### config.mk
export PLATFORM = sky130hd
export DESIGN_NAME = pipe_hazard_ctrl
export DESIGN_NICKNAME = d
export VERILOG_FILES = /design/src/rtl/pipe_hazard_ctrl.sv
export SDC_FILE = /design/constraint.sdc
export NUM_CORES = 1
export LEC_CHECK = 0
export BUFFER_PORTS_ARGS = -buffer_cell sky130_fd_sc_hd__clkbuf_2
export CORE_MARGIN = 2
export CORE_UTILIZATION = 53
export DETAILED_ROUTE_END_ITERATION = 10
export PLACE_DENSITY = 0.85
export SETUP_SLACK_MARGIN = 0.3
export SLEW_MARGIN = 20
export SYNTH_ARGS = -nofsm -noshare
export SYNTH_HDL_FRONTEND = slang
export SYNTH_SLANG_ARGS = --single-unit
### constraint.sdc
create_clock -name clk -period 4.3 [get_ports clk]
set_input_delay 0.86 -clock clk [delete_from_list [all_inputs] [get_ports clk]]
set_output_delay 0.86 -clock clk [all_outputs]
set_load 0.02 [all_outputs]
### src/rtl/pipe_hazard_ctrl.sv
// Stall/flush scheduler for the 5-stage MIPS pipeline, including the divider busy countdown.
// Optional performance counters are enabled with `define PIPE_PERF_CNT_EN.
module pipe_hazard_ctrl #(
    parameter int unsigned DIV_CYCLES = 34
`ifdef PIPE_PERF_CNT_EN
    ,
    parameter int unsigned CNT_W = 32
`endif
) (
    input  logic             clk,
    input  logic             rst,
    input  logic             ID_LoadUse,
    input  logic             EXE_BranchTaken,
    input  logic             EXE_DivStart,
    input  logic             MEM_ExcValid,
    input  logic             ICache_Busy,
    input  logic             DCache_Busy,
    output logic             PC_Wr,
    output logic             IF_IDWr,
    output logic             ID_EXEWr,
    output logic             EXE_MEMWr,
    output logic             MEM_WBWr,
    output logic             IFID_Flush,
    output logic             IDEXE_Flush,
    output logic             EXEMEM_Flush,
    output logic             MEMWB_Flush,
    output logic [1:0]       PC_Sel,
    output logic             Div_Busy,
    output logic             Div_Done
`ifdef PIPE_PERF_CNT_EN
    ,
    output logic [CNT_W-1:0] Stall_Cnt,
    output logic [CNT_W-1:0] Flush_Cnt
`endif
);

    localparam int unsigned CW = 6;
    localparam int unsigned WR_W = 5;
    localparam int unsigned FL_W = 4;

    localparam logic [1:0] SEL_SEQ = 2'b00;
    localparam logic [1:0] SEL_BR  = 2'b01;
    localparam logic [1:0] SEL_EXC = 2'b10;

    // Write-enable order: {PC, IF/ID, ID/EXE, EXE/MEM, MEM/WB}
    localparam logic [WR_W-1:0] WR_ALL   = 5'b11111;
    localparam logic [WR_W-1:0] WR_NONE  = 5'b00000;
    localparam logic [WR_W-1:0] WR_DIV   = 5'b00011;
    localparam logic [WR_W-1:0] WR_LDUSE = 5'b00111;
    localparam logic [WR_W-1:0] WR_IMISS = 5'b01111;

    // Flush order: {IF/ID, ID/EXE, EXE/MEM, MEM/WB}
    localparam logic [FL_W-1:0] FL_NONE = 4'b0000;
    localparam logic [FL_W-1:0] FL_ALL  = 4'b1111;
    localparam logic [FL_W-1:0] FL_IFID = 4'b1000;
    localparam logic [FL_W-1:0] FL_IDEX = 4'b0100;
    localparam logic [FL_W-1:0] FL_EXME = 4'b0010;

    typedef enum logic [1:0] {
        RUN      = 2'd0,
        DIV_WAIT = 2'd1,
        MEM_WAIT = 2'd2
    } state_e;

    state_e          state_q, state_d;
    logic [CW-1:0]   cnt_q, cnt_d;
    logic            div_act_q, div_act_d;

    logic [WR_W-1:0] wr;
    logic [FL_W-1:0] fl;
    logic [1:0]      pc_sel;
    logic            div_busy;
    logic            div_done;

    always_ff @(posedge clk or negedge rst) begin
        if (!rst) begin
            state_q   <= RUN;
            cnt_q     <= '0;
            div_act_q <= 1'b0;
        end else begin
            state_q   <= state_d;
            cnt_q     <= cnt_d;
            div_act_q <= div_act_d;
        end
    end

    // div_act_q remembers a divide parked behind a D-cache stall so it resumes afterwards
    always_comb begin
        state_d   = state_q;
        cnt_d     = cnt_q;
        div_act_d = div_act_q;
        wr        = WR_ALL;
        fl        = FL_NONE;
        pc_sel    = SEL_SEQ;
        div_busy  = 1'b0;
        div_done  = 1'b0;

        if (!rst) begin
            wr        = WR_NONE;
            fl        = FL_ALL;
            state_d   = RUN;
            cnt_d     = '0;
            div_act_d = 1'b0;
        end else if (MEM_ExcValid) begin
            fl        = FL_ALL;
            pc_sel    = SEL_EXC;
            state_d   = RUN;
            cnt_d     = '0;
            div_act_d = 1'b0;
        end else if (DCache_Busy) begin
            wr       = WR_NONE;
            div_busy = div_act_q;
            state_d  = MEM_WAIT;
        end else if (state_q == DIV_WAIT || (state_q == MEM_WAIT && div_act_q)) begin
            if (cnt_q != '0) begin
                wr       = WR_DIV;
                fl       = FL_EXME;
                div_busy = 1'b1;
                cnt_d    = cnt_q - CW'(1);
                state_d  = DIV_WAIT;
            end else begin
                div_done  = 1'b1;
                div_act_d = 1'b0;
                state_d   = RUN;
            end
        end else begin
            state_d = RUN;
            if (EXE_DivStart) begin
                wr        = WR_DIV;
                fl        = FL_EXME;
                div_busy  = 1'b1;
                cnt_d     = CW'(DIV_CYCLES - 2);
                div_act_d = 1'b1;
                state_d   = DIV_WAIT;
            end else if (EXE_BranchTaken) begin
                // delay slot sits in ID and proceeds; only the wrong-path fetch is dropped
                fl     = FL_IFID;
                pc_sel = SEL_BR;
            end else if (ID_LoadUse) begin
                wr = WR_LDUSE;
                fl = FL_IDEX;
            end else if (ICache_Busy) begin
                wr = WR_IMISS;
                fl = FL_IFID;
            end
        end
    end

    assign PC_Wr        = wr[4];
    assign IF_IDWr      = wr[3];
    assign ID_EXEWr     = wr[2];
    assign EXE_MEMWr    = wr[1];
    assign MEM_WBWr     = wr[0];
    assign IFID_Flush   = fl[3];
    assign IDEXE_Flush  = fl[2];
    assign EXEMEM_Flush = fl[1];
    assign MEMWB_Flush  = fl[0];
    assign PC_Sel       = pc_sel;
    assign Div_Busy     = div_busy;
    assign Div_Done     = div_done;

`ifdef PIPE_PERF_CNT_EN
    logic [CNT_W-1:0] stall_cnt_q, stall_cnt_d;
    logic [CNT_W-1:0] flush_cnt_q, flush_cnt_d;

    // Free-running wrap-around event counters
    always_comb begin
        stall_cnt_d = stall_cnt_q;
        flush_cnt_d = flush_cnt_q;
        if (!wr[4]) begin
            stall_cnt_d = stall_cnt_q + CNT_W'(1);
        end
        if (MEM_ExcValid) begin
            flush_cnt_d = flush_cnt_q + CNT_W'(1);
        end
    end

    always_ff @(posedge clk or negedge rst) begin
        if (!rst) begin
            stall_cnt_q <= '0;
            flush_cnt_q <= '0;
        end else begin
            stall_cnt_q <= stall_cnt_d;
            flush_cnt_q <= flush_cnt_d;
        end
    end

    assign Stall_Cnt = stall_cnt_q;
    assign Flush_Cnt = flush_cnt_q;
`endif

endmodule

## Word-level counts from Yosys, hierarchy flattened

Index checks and enable logic that the tools add are counted.
W data, S select, Z words.

- Bits in registers: 9
- Input port bits: 8
- Output and inout bits: 13
- Word-level logic and storage cells: 68

- Add/sub/neg operators: 1
- Equality and inequality tests: 6
- Muxes and demuxes: 53
- Reductions and logical operators: 5

Operator list:

| kind | count |
|---|---|
| $mux W5 | 9 |
| $mux W6 | 6 |
| $mux W4 | 8 |
| $mux W1 | 23 |
| $mux W2 | 7 |
| $reduce_and A3 Y1 | 2 |
| $reduce_bool A6 Y1 | 1 |
| $sub A6 B1 Y6 const B | 1 |
| $ne A4 B1 Y1 const B | 1 |
| $ne A4 B3 Y1 const B | 1 |
| $ne A4 B4 Y1 const B | 1 |
| $ne A3 B3 Y1 const B | 1 |
| $eq A2 B1 Y1 const B | 1 |
| $eq A2 B2 Y1 const B | 1 |
| $logic_and A1 B1 Y1 | 1 |
| $logic_or A1 B1 Y1 | 1 |

## Logic depth before layout (Yosys ltp)

- Depth after elaboration: 8
- Gate-level depth with buffers: 7
- Gate-level depth less buffers: 6

## Worst setup path before layout

OpenSTA, ideal clock, no wires.

- Kind: input to output
- Start: input MEM_ExcValid
- End: output Div_Done
- Data arrival time: 2.142 ns
- Data required time: 3.440 ns
- Path slack: 1.298 ns
- Cell stages on the path: 4
- Cell sequence: and2b_1 > clkinv_1 > a211oi_1 > nor2b_1

- Cells in the longest elaborated chain, start to end: 2

Ends and longest elaborated chain:

| what | RTL line | source |
|---|---|---|
| start: declaration | 15 | `input logic MEM_ExcValid,` |
| $mux W1 | 104 | `end else if (MEM_ExcValid) begin` |
| $mux W1 | 98 | `if (!rst) begin` |
| end: declaration | 29 | `output logic Div_Done` |

Every way passes these cells.

## Worst setup path after layout

- Start: input rst
- End: output Div_Done

- Cells in the longest elaborated chain, start to end: 1

Ends and longest elaborated chain:

| what | RTL line | source |
|---|---|---|
| start: declaration | 11 | `input logic rst,` |
| $mux W1 | 98 |  |

Every way passes these cells.

==> results.md <==
- Clock sink count: 9
- Critical Path Fanout Max: 13
- Clock latency on the worst-skew pair: 0.27 ns
- Initial DRC Count: 31
- Port buffer count: 20
- Fmax achieved: 0.282 GHz
- Post-synth EDFFs: 0
- R2R cell count: 4
- Req. time, crit path: 3.44 ns
- Leak: 0.440 nW
- Worst R2R Setup Slack: 2.35 ns
- Critical path class: input pin to output port
- Setup bufs post-CTS: 0
- Worst Hold Slack: 0.460 ns
- Element type at the critical path end: output port
- CTS Buf Count: 3
- Filler cell count: 104
- Post_cts resized: 0
- Tightest Hold Check Type: input pin to async pin
- RSZ-0062 raised after global routing: false
- IO Pins: 21
- Avg Cell Area, Syn: 9.18 um^2
- Via count: 705
- Slowest CP cell: a211oi_1
- Die area: 1700 um^2
- First-pass GRT wire length: 2740 um
- Max-slew violations: 0
- Critical Path AT: 2.68 ns
- Starting Density: 56.4%
- Initial antenna violation count: 0
- WL met1: 782 um
- Area Overhead vs Synth: 16.2%
- FFs w/ async S/R, synth: 100%
- Vias in the first global route: 582
- Slew margin rel.: 65.8%
- Final GP Congestion: 1.00
- Yosys warns: 0
- Setup crit start: rst
- Part of the Yosys area used for sequential elements: 30.7%
- Crit share post-route: 82.4%
- Row count: 13
- CTS root buf: clkbuf_4
- Flops & latches, synth: 9
- Endpoints failing hold: 0
- Reg-to-reg critical path endpoint: cnt_q[1]
- Hold buffers post-CTS: 0
- Syn Inst Count: 80
- GRT Overall Usage: 25.1%
- Delay of the slowest critical-path stage: 0.52 ns
- NumNets Final: 111
- Cell Area, Synth: 734 um^2
- CP cell instances: clkbuf_2, and2b_1, clkinv_1, a211oi_1, nor2b_1, clkbuf_2
- Unique masters post-synth: 42
- DP Wirelength: 1410 um
- Critical Path Sink: Div_Done
- CTS H-tree depth: 1
- Antenna fix cells: 0
- Total Wirelength: 1790 um
- Max cap viols: 0
- CTS tree: done
- Die height: 41.2 um
- Routed len/inst: 15.6 um
- Syn nets: 90
- Status: complete, no violations
- Synth Flop Type: dfrtp_1
- Clock-pin slew on the worst setup and hold paths: 0.06 ns
- GRT overflow: 0
- Core Util, Final: 65.6%
- Clk buf depth: 2
- Core area: 1300 um^2
- P per Cell Area: 232 nW/um^2
- Worst-Margin Slew: 0.510 ns
- Met3 wire len: 136 um
- Most used cell along the critical path: clkbuf_2
- Via density: 6.13
- Wire length on met2: 875 um
- Total negative slack: 0 ns
- Highest Signal Layer: met3
- Share of layout cells above drive strength 1: 31.0%
- Final antenna-violating net count: 0
- Final setup fails: 0
- Clk_skew: 0.0134 ns
- DRT Pass-1 Iters: 4
- Design Power: 198 uW
- Fin crit period: 3.54 ns
- Pin count of the biggest net entering global routing: 15
- Launching point of the worst reg2reg path: cnt_q[2]
- Startpoint types: input pin
- Drt drc: 0
- VDD IR max: 148 uV
- Die Wd: 41.2 um
cell usage in the layout, fill, tap and decap left out, types with 2 or more instances in the layout:
cell type and count:
o21ai_0 2, nor3_1 2, and2_1 2, clkbuf_4 3
nand4_1 2, o41ai_1 2, dfrtp_1 9, nor2b_1 2
nand2_1 6, and4b_2 2, clkbuf_2 20, nand2b_1 2
mux2i_1 2, a21oi_1 4, nand3_1 2, ha_1 2
inv_1 6, nor2_1 6
power by group:
| part | total (mW) | leakage [nW] | switching, mW | internal [mW] |
|---|---|---|---|---|
| sequential | 0.0883 | 0.124 | 0.00204 | 0.0862 |
| combinational | 0.0450 | 0.301 | 0.0290 | 0.0159 |
| clock | 0.0650 | 0.0150 | 0.0293 | 0.0357 |
synthesized netlist by cell type, drive strengths merged (2+ instances only):
master  number  area, um^2
ha           2        25.0
dfrtp        9         225
nor2         6        22.5
nand4        2        12.5
mux2i        2        20.0
inv          6        22.5
o41ai        2        17.5
a21oi        4        20.0
o21ai        2        10.0
nor3         2        10.0
nand2        6        22.5
and2         2        12.5
nand3        2        10.0
or3          2        17.5
buf          2        18.8
nand2b       3        26.3
nor2b        2        12.5
and4b        3        32.5
clkbuf       2        7.51
layout make-up:
class	instances	area, um^2	area share (%)
Inverter	7	26.3	3.08
Tap cell	15	18.8	2.20
Multi-Input combinational cell	60	457	53.5
Timing Repair Buffer	20	100	11.7
Sequential cell	9	225	26.4
Clock buffer	4	26.3	3.08
registers in the layout, summed over array words and instances, names as in the netlist:
signal,flops
state_q,2
div_act_q,1
cnt_q,6
worst min-delay path by stage:
stage	start	to	slack, ns	cells past startpoint
after floorplan	cnt_q[3]	cnt_q[3]	0.53	1
after global placement	cnt_q[3]	cnt_q[3]	0.56	1
after detailed placement	cnt_q[3]	cnt_q[3]	0.56	1
after CTS	rst	state_q[1]	0.46	1
after global routing	rst	state_q[0]	0.46	1
final	rst	div_act_q	0.46	1
critical path, delay by kind of cell:
family          cells  cell delay, ns
simple gates        2            0.58
buf+inv             3            0.72
compound gates      1            0.52
cells by family (layout without fill, tap and decap cells):
kind of cell / after synthesis / in the layout / synth area share, %
AOI/OAI and AO/OA: 20 / 20 / 23.5
adders and majority gates: 2 / 2 / 3.41
buffers and inverters: 11 / 31 / 7.15
DFF: 9 / 9 / 30.7
muxes: 2 / 2 / 2.73
and+or+nand+nor: 36 / 36 / 32.5
through the flow:
stage,std cells,setup WS (ns),area [um^2]
global placement,111,0.907,827
floorplan,80,1.30,734
finish,115,0.756,853
detailed placement,111,0.805,827
CTS,115,0.806,853
global route,115,0.545,853
routing by layer:
layer	track usage (%)	up-vias
met5	0	-
met4	0.806	0
met3	10.9	0
met2	40.2	25
met1	33.1	340
li1	-	340
Note: power is estimated with default switching activity, not from simulation.
